===== config.mk =====
export PLATFORM = sky130hd
export DESIGN_NAME = fixed_mul_seq
export DESIGN_NICKNAME = d
export VERILOG_FILES = /design/src/rtl/fixed_mul_seq.sv
export SDC_FILE = /design/constraint.sdc
export NUM_CORES = 1
export LEC_CHECK = 0
export BUFFER_PORTS_ARGS = -buffer_cell sky130_fd_sc_hd__clkbuf_2
export CAP_MARGIN = 5
export CORE_ASPECT_RATIO = 0.8
export CORE_MARGIN = 4
export CORE_UTILIZATION = 55
export CTS_BUF_LIST = sky130_fd_sc_hd__clkbuf_4 sky130_fd_sc_hd__clkbuf_8 sky130_fd_sc_hd__clkbuf_16
export DETAILED_ROUTE_END_ITERATION = 10
export PLACE_DENSITY_LB_ADDON = 0.15
export SYNTH_ARGS = -nofsm -noshare
export SYNTH_HDL_FRONTEND = slang
export SYNTH_SLANG_ARGS = --single-unit
export TNS_END_PERCENT = 50

===== constraint.sdc =====
create_clock -name clk -period 10.2 [get_ports clk]
set_clock_uncertainty 0.05 [all_clocks]
set_input_delay 0.51 -clock clk [delete_from_list [all_inputs] [get_ports clk]]
set_output_delay 0.51 -clock clk [all_outputs]
set_load 0.03 [all_outputs]

===== src/rtl/fixed_mul_seq.sv =====
// rtl/fixed_mul_seq.sv - sequential shift-add signed fixed-point multiplier (FIXED_MUL_SAT_EN enables saturation)
module fixed_mul_seq #(
  parameter int WIDTH = 32,
  parameter int FRAC  = 16
) (
  input  logic             clk,
  input  logic             rst,
  input  logic             in_valid,
  output logic             in_ready,
  input  logic [WIDTH-1:0] a,
  input  logic [WIDTH-1:0] b,
  output logic             out_valid,
  input  logic             out_ready,
  output logic [WIDTH-1:0] result,
  output logic             overflow
);

  localparam int CW = $clog2(WIDTH);
  localparam logic [2*WIDTH-1:0] NEG_LIMIT = {{WIDTH{1'b0}}, 1'b1, {(WIDTH-1){1'b0}}};
  localparam logic [2*WIDTH-1:0] POS_LIMIT = NEG_LIMIT - 1'b1;

  typedef enum logic [1:0] {IDLE, CALC, DONE} state_t;

  state_t               state, state_next;
  logic                 sign;
  logic [WIDTH-1:0]     mag_a, mag_b;
  logic [2*WIDTH-1:0]   acc;
  logic [CW-1:0]        count;
  logic                 last;

  logic [WIDTH-1:0]     abs_a, abs_b;
  logic [2*WIDTH-1:0]   mag_m;
  logic [WIDTH-1:0]     neg_m, final_val, res_next;
  logic                 ovf;

  // -2^(W-1) negates to itself, which read as unsigned is the correct magnitude
  assign abs_a = a[WIDTH-1] ? (~a) + WIDTH'(1) : a;
  assign abs_b = b[WIDTH-1] ? (~b) + WIDTH'(1) : b;

  assign mag_m     = acc >> FRAC;
  assign neg_m     = (~mag_m[WIDTH-1:0]) + WIDTH'(1);
  assign final_val = sign ? neg_m : mag_m[WIDTH-1:0];
  assign ovf       = sign ? (mag_m > NEG_LIMIT) : (mag_m > POS_LIMIT);

`ifdef FIXED_MUL_SAT_EN
  assign res_next = !ovf ? final_val :
                    sign ? {1'b1, {(WIDTH-1){1'b0}}} : {1'b0, {(WIDTH-1){1'b1}}};
`else
  assign res_next = final_val;
`endif

  always_ff @(posedge clk) begin
    if (rst) state <= IDLE;
    else     state <= state_next;
  end

  always_comb begin
    state_next = state;
    in_ready   = 1'b0;
    out_valid  = 1'b0;
    case (state)
      IDLE: begin
        in_ready = 1'b1;
        if (in_valid) state_next = CALC;
      end
      CALC: begin
        if (last) state_next = DONE;
      end
      DONE: begin
        out_valid = 1'b1;
        if (out_ready) state_next = IDLE;
      end
      default: state_next = IDLE;
    endcase
  end

  // CALC spends WIDTH cycles on shift-add and one more cycle registering the result
  always_ff @(posedge clk) begin
    if (rst) begin
      sign     <= 1'b0;
      mag_a    <= '0;
      mag_b    <= '0;
      acc      <= '0;
      count    <= '0;
      last     <= 1'b0;
      result   <= '0;
      overflow <= 1'b0;
    end else begin
      case (state)
        IDLE: begin
          if (in_valid) begin
            sign  <= a[WIDTH-1] ^ b[WIDTH-1];
            mag_a <= abs_a;
            mag_b <= abs_b;
            acc   <= '0;
            count <= '0;
            last  <= 1'b0;
          end
        end
        CALC: begin
          if (!last) begin
            if (mag_b[count]) acc <= acc + ({{WIDTH{1'b0}}, mag_a} << count);
            if (count == CW'(WIDTH-1)) last <= 1'b1;
            else                       count <= count + CW'(1);
          end else begin
            result   <= res_next;
            overflow <= ovf;
          end
        end
        default: ;
      endcase
    end
  end

endmodule


Yosys cells after proc, flatten, opt, wreduce, memory -nomap -nowiden

Cells that the tools add are included.
W data, S select, Z words.

Shift-type cells: 1
Reduce and logical (&&, ||, !) cells: 8
Eq/ne operators: 9
$lt $le $gt $ge: 3
Mux-type cells: 24
Bitwise gates (word level): 4
$add $sub $neg: 5

Operator list:

| cell                    | number |
|---|---|
| $mux W64                | 3 |
| $pmux W64 S2            | 1 |
| $add A32 B1 Y32 const B | 3 |
| $mux W32                | 3 |
| $not A32 Y32            | 3 |
| $add A64 B64 Y64        | 1 |
| $shl A32 B5 Y64         | 1 |
| $gt A48 B31 Y1 const B  | 1 |
| $gt A48 B32 Y1 const B  | 1 |
| $mux W5                 | 3 |
| $ne A2 B2 Y1 const B    | 6 |
| $pmux W5 S2             | 1 |
| $reduce_and A4 Y1       | 2 |
| $mux W1                 | 7 |
| $lt A5 B6 Y1 const B    | 1 |
| $mux W2                 | 3 |
| $pmux W2 S3             | 1 |
| $reduce_and A2 Y1       | 3 |
| $add A5 B1 Y5 const B   | 1 |
| $bmux W1 S5             | 1 |
| $eq A5 B5 Y1 const B    | 1 |
| $reduce_and A3 Y1       | 1 |
| $eq A2 B1 Y1 const B    | 1 |
| $eq A2 B2 Y1 const B    | 1 |
| other kinds (4)         | 4 |

Output and inout port bits: 35
Bits in registers: 170
Logic and storage cells: 63
Input bits: 68

Logic depth before layout (Yosys ltp)

Word-level depth: 5
Gate-level depth with buffers: 23

Worst setup path after synthesis

Ideal clock, no wire load.

Path type: register -> register
Start point: register count[0]
End point: register acc[60]
Path buffers: 4
Cell stages (with the launch flop): 20
Arrival: 4931 ps
Path slack: 5098 ps
Required time: 10028 ps
Library setup time: 122 ps
Period minus slack after synthesis: 5102 ps
Cells stage by stage: dfxtp_1 buf_2 buf_4 buf_1 mux4_2 mux2i_1 mux2_2 o22ai_1 ha_1 clkbuf_1 nand4_1 or2_1 nor2_1 o211ai_1 a311o_1 a2111oi_0 a21oi_1 o31ai_1 mux2i_1 a221o_1

Cells in the longest elaborated chain, start to end: 5
Elaborated cells on any way between the ends: 9
Classes of those cells: add/sub (1); eq/ne (1); shift (1); mux (5); reduce/logical (1)

RTL lines:

| element                | RTL line | text |
|---|---|---|
| start, declared        | 28       | `logic [CW-1:0] count;` |
| start signal, assigned | 104      | `else count <= count + CW'(1);` |
| $shl A32 B5 Y64        | 102      | `if (mag_b[count]) acc <= acc + ({{WIDTH{1'b0}}, mag_a} << count);` |
| $add A64 B64 Y64       | 102      |  |
| $mux W64               | 102      |  |
| $mux W64               | 101      | `if (!last) begin` |
| $pmux W64 S2           | 89       | `case (state)` |
| end signal, assigned   | 102      |  |
| end, declared          | 27       | `logic [2*WIDTH-1:0] acc;` |

Parallel ways exist; a longest one is shown, timed or not. The select of a mux whose other input is x is not followed.
A chain may end at the register's enable or synchronous reset.

Worst setup path in the final report

Start point: register count[1]
End point: register acc[61]

The elaborated chain is that of the path after synthesis.

==> impl_results.md <==
- Slowest cell delay on critical path: between 1000 and 1500 ps
- CTS tree: built
- Antenna diodes: 0
- Sequential share of power: between 40% and 50%
- R2r setup slk: 4140 ps
- Die Area: between 0.02 and 0.03 mm^2
- Fin util: roughly three fifths
- Crit-path max FO: 53
- Post-synthesis compound-gate area fraction: 25.2%
- Design area: 0.0148 mm^2
- Post-detail-place hpwl: a little over 30 mm
- Slew Viols, Final: 0
- Initial Utilization: between 50% and 60%
- Synth Register Bits: between 150 and 200
- Largest net degree at the start of global routing: a little over 90
- Post-synth EDFFs: 0
- HP Class: input pin to register
- CTS HTree Levels: 4
- Post-CTS Setup Bufs: 0
- Setup CP Type: register to register
- Leakage: 5.80 nW
- Worst IR drop on VDD: roughly 0.00012 V
- Number of buffers added on ports: approximately 100
- Fmax: roughly 170 MHz
- Slew at the pin with the worst max-slew slack: ~1100 ps
- Int Pwr: roughly 1.2 mW
- Core area: roughly 0.024 mm^2
- Row cnt: 51
- Unrepaired setup endpoints after global routing: false
- Area grow syn2layout: 8.63%
- Synth warnings: 0
- Synth unique cells: 67
- Total chip power: 1.77 mW
- CP delay by family, top: compound AO/OA/AOI/OAI gates
- Clock share of power: roughly two fifths
- Hold_sp: out_ready
- Register-to-Register Path Depth: 17
- Final std cells w/o fill: 2081
- Clock Latency Late Sink: 450 ps
- Placed cell count: 2049
- Main combinational cell family by area after synthesis: compound AO/OA/AOI/OAI gates
- DRC: 0
- Final WL: approximately 40 mm
- Clock buffer depth: 2
- Slew HR: 24.3%
- Arr. time, crit path: about 6300 ps
- Hold depth: 3
- Num Clock Sinks: 170
- Post-Synth Simple-Gate Area: about 19%
- Reg-to-Reg Start: count[1]
- Asr flop ratio synth: 0%
- Tot GR Track Use: roughly 29%
- Synth Cell Area: ~0.014 mm^2
- Post-Syn Instances: 1742
- Mux share of post-synthesis cell area: 10.7%
- Status: completed
- Crit-path cells: mux2_2 > o21ai_0 > nor2_1 > a21oi_1 > mux2_2 > nor2_1 > ha_1 > nand4_1 > nor4_1 > o21ai_0 > o211ai_1 > a311oi_1 > o41ai_1 > o21ai_0 > and3_1 > o31ai_1 > a21oi_1
- Synthesized area per cell: slightly below 8 um^2
- Most numerous cell on the critical path: o21ai_0
- Post-synth net total: approximately 1900
- Reg2reg end: acc[61]
- Post-route ant nets: 0
- Clock Root Buffer: clkbuf_16
- Initial antenna violation count: 0
- Final worst path period need: 6060 ps
- Tcrit/Tclk final: 59.4%
- Vias in the first global route: between 10000 and 15000
- Max_cap viols: 0
- Gate power share: between 10% and 20%
- DR WL/cell: 19.2 um
- Hold EP: state[1]
- Post-CTS Hold Fix Bufs: 0
- Crit path buf inv count: 0
- Die width: 184 um
- Nets: around 1900
- CP endpoint kind: register
- Total gr overflow: 0
- Power density over the cells: around 120 mW/mm^2
- Drt pass-1 iters: 5
- Via/cell ratio: ~6.3
- Share of layout cells above drive strength 1: about an eighth
- Placed Area: around 0.014 mm^2
- Synth Area in XOR/XNOR: around 8.9%
- Die H: approximately 150 um
- Sw Share: a little under a third
- Sum of negative setup slack: 0 ps
- First-pass GRT wire length: 63.8 mm
- Fillcell total: ~2300
- Hold Fails Final Rpt: 0
- Post_cts resized: 0
- DRT iter0 DRCs: 1156
- Most used DFF post-synth: dfxtp_1
- Via count: around 13000
- Clk pin slew, worst setup/hold paths: ~70 ps
- GP Congestion: just under 1
- Cts bufs inserted: 17
- WP data required: roughly 10000 ps
- Post-synthesis adder-cell area fraction: 6.39%
- Endpoints failing setup: 0
- I/O pin count: 103
- Slowest CP cell: dfxtp_2
- Crit start category: register
- Seq/Total Area, Yosys: between 20% and 30%
- Sw power: around 0.55 mW
==> stage by stage <==
step                      setup slack [ps]  hold slack, ps
after floorplan                       5100             379
after CTS                             4310             260
after global placement                4330             389
after global routing                  3800             285
after detailed placement              4360             395
final                                 4140             279
==> area by class of cell <==
class                           instances  area, um^2  share of cell area (%)
Tap cell                              318         398                    2.69
Multi-Input combinational cell       1414        9630                    65.1
Timing Repair Buffer                  114         603                    4.08
Clock buffer                           17         425                    2.88
Inverter                               33         124                   0.837
Clock inverter                         15         204                    1.38
Sequential cell                       170        3410                    23.0
==> layer usage <==
metal | global-route usage, % | routed length (um) | part of all wire [%] | up-vias
li1 | - | - | - | 6449
met3 | 5.39 | 3050 | 7.6 | 60
met5 | 0 | 0 | 0 | -
met2 | 41.8 | 16900 | 42 | 515
met1 | 43.6 | 19400 | 48 | 6077
met4 | 7.35 | 703 | 1.8 | 0
==> sequential cells by signal (all words and copies together) (netlist names) <==
name	flops
acc	64
mag_a	32
mag_b	32
result	32
count	5
state	2
last	1
overflow	1
sign	1
==> worst max-delay path by stage <==
stage               startpoint       to  slack [ps]  depth (start not counted)
global route          count[1]  acc[61]        3800                         17
CTS                   count[1]  acc[61]        4310                         17
detailed placement    count[1]  acc[61]        4360                         17
global placement      count[1]  acc[63]        4330                         17
finish                count[1]  acc[61]        4140                         17
floorplan             count[0]  acc[60]        5100                         19
==> worst reg2reg max path, stage by stage, from the launching register on <==
cell and delay (ps):
dfxtp_2 1080, mux2_2 440, o21ai_0 490, nor2_1 90, a21oi_1 290, mux2_2 240
nor2_1 80, ha_1 450, nand4_1 230, nor4_1 410, o21ai_0 180, o211ai_1 120
a311oi_1 120, o41ai_1 650, o21ai_0 380, and3_1 280, o31ai_1 230, a21oi_1 90
==> cell usage after synthesis (20+ instances only) <==
library cell | number | area (um^2)
a211oi_1 | 95 | 713
a21o_1 | 34 | 255
a21oi_1 | 147 | 736
clkbuf_1 | 106 | 398
dfxtp_1 | 170 | 3400
ha_1 | 68 | 851
inv_1 | 33 | 124
mux2_2 | 26 | 293
mux2i_1 | 40 | 400
mux4_2 | 34 | 766
nand2_1 | 180 | 676
nand3_1 | 50 | 250
nand4_1 | 26 | 163
nor2_1 | 176 | 661
nor3_1 | 26 | 130
o21ai_0 | 116 | 581
o22ai_1 | 20 | 125
o31ai_1 | 25 | 188
or3_1 | 20 | 125
xnor2_1 | 33 | 289
xor2_1 | 106 | 928
==> power groups by stage <==
stage                     Combinational (mW)  Sequential [mW]  Clock, mW
after global routing                   0.365            0.726      0.754
after CTS                              0.327            0.722      0.728
after detailed placement               0.325            0.737          0
after floorplan                        0.241            0.721          0
after global placement                 0.320            0.736          0
final                                  0.332            0.723      0.718
==> cells by family after synthesis <==
family | count (synthesis)
buffers and inverters | 158
AO/OA/AOI/OAI | 537
XOR/XNOR | 139
multiplexers | 100
adder cells (fa/ha/maj) | 69
flip-flops | 170
AND/OR/NAND/NOR | 569
==> cell usage in the layout, fill, tap and decap left out, drive strengths merged, types with 6 or more instances in the layout <==
cell,n
nor3,26
o31ai,26
dfxtp,170
mux4,34
nor2b,10
nand2,180
a31oi,7
nor2,176
o21bai,15
xnor2,33
ha,68
o41ai,17
a21boi,6
o21a,10
nand4,26
nand3b,6
o211ai,9
a211oi,95
or3,21
nand3,50
a21o,34
nor4,14
o21ai,116
mux2i,40
buf,13
xor2,106
and2,11
nand2b,10
a21oi,147
or4,14
or2,7
and3,15
mux2,26
inv,43
clkbuf,118
o22ai,20
Power figures use the tool's default switching activity.
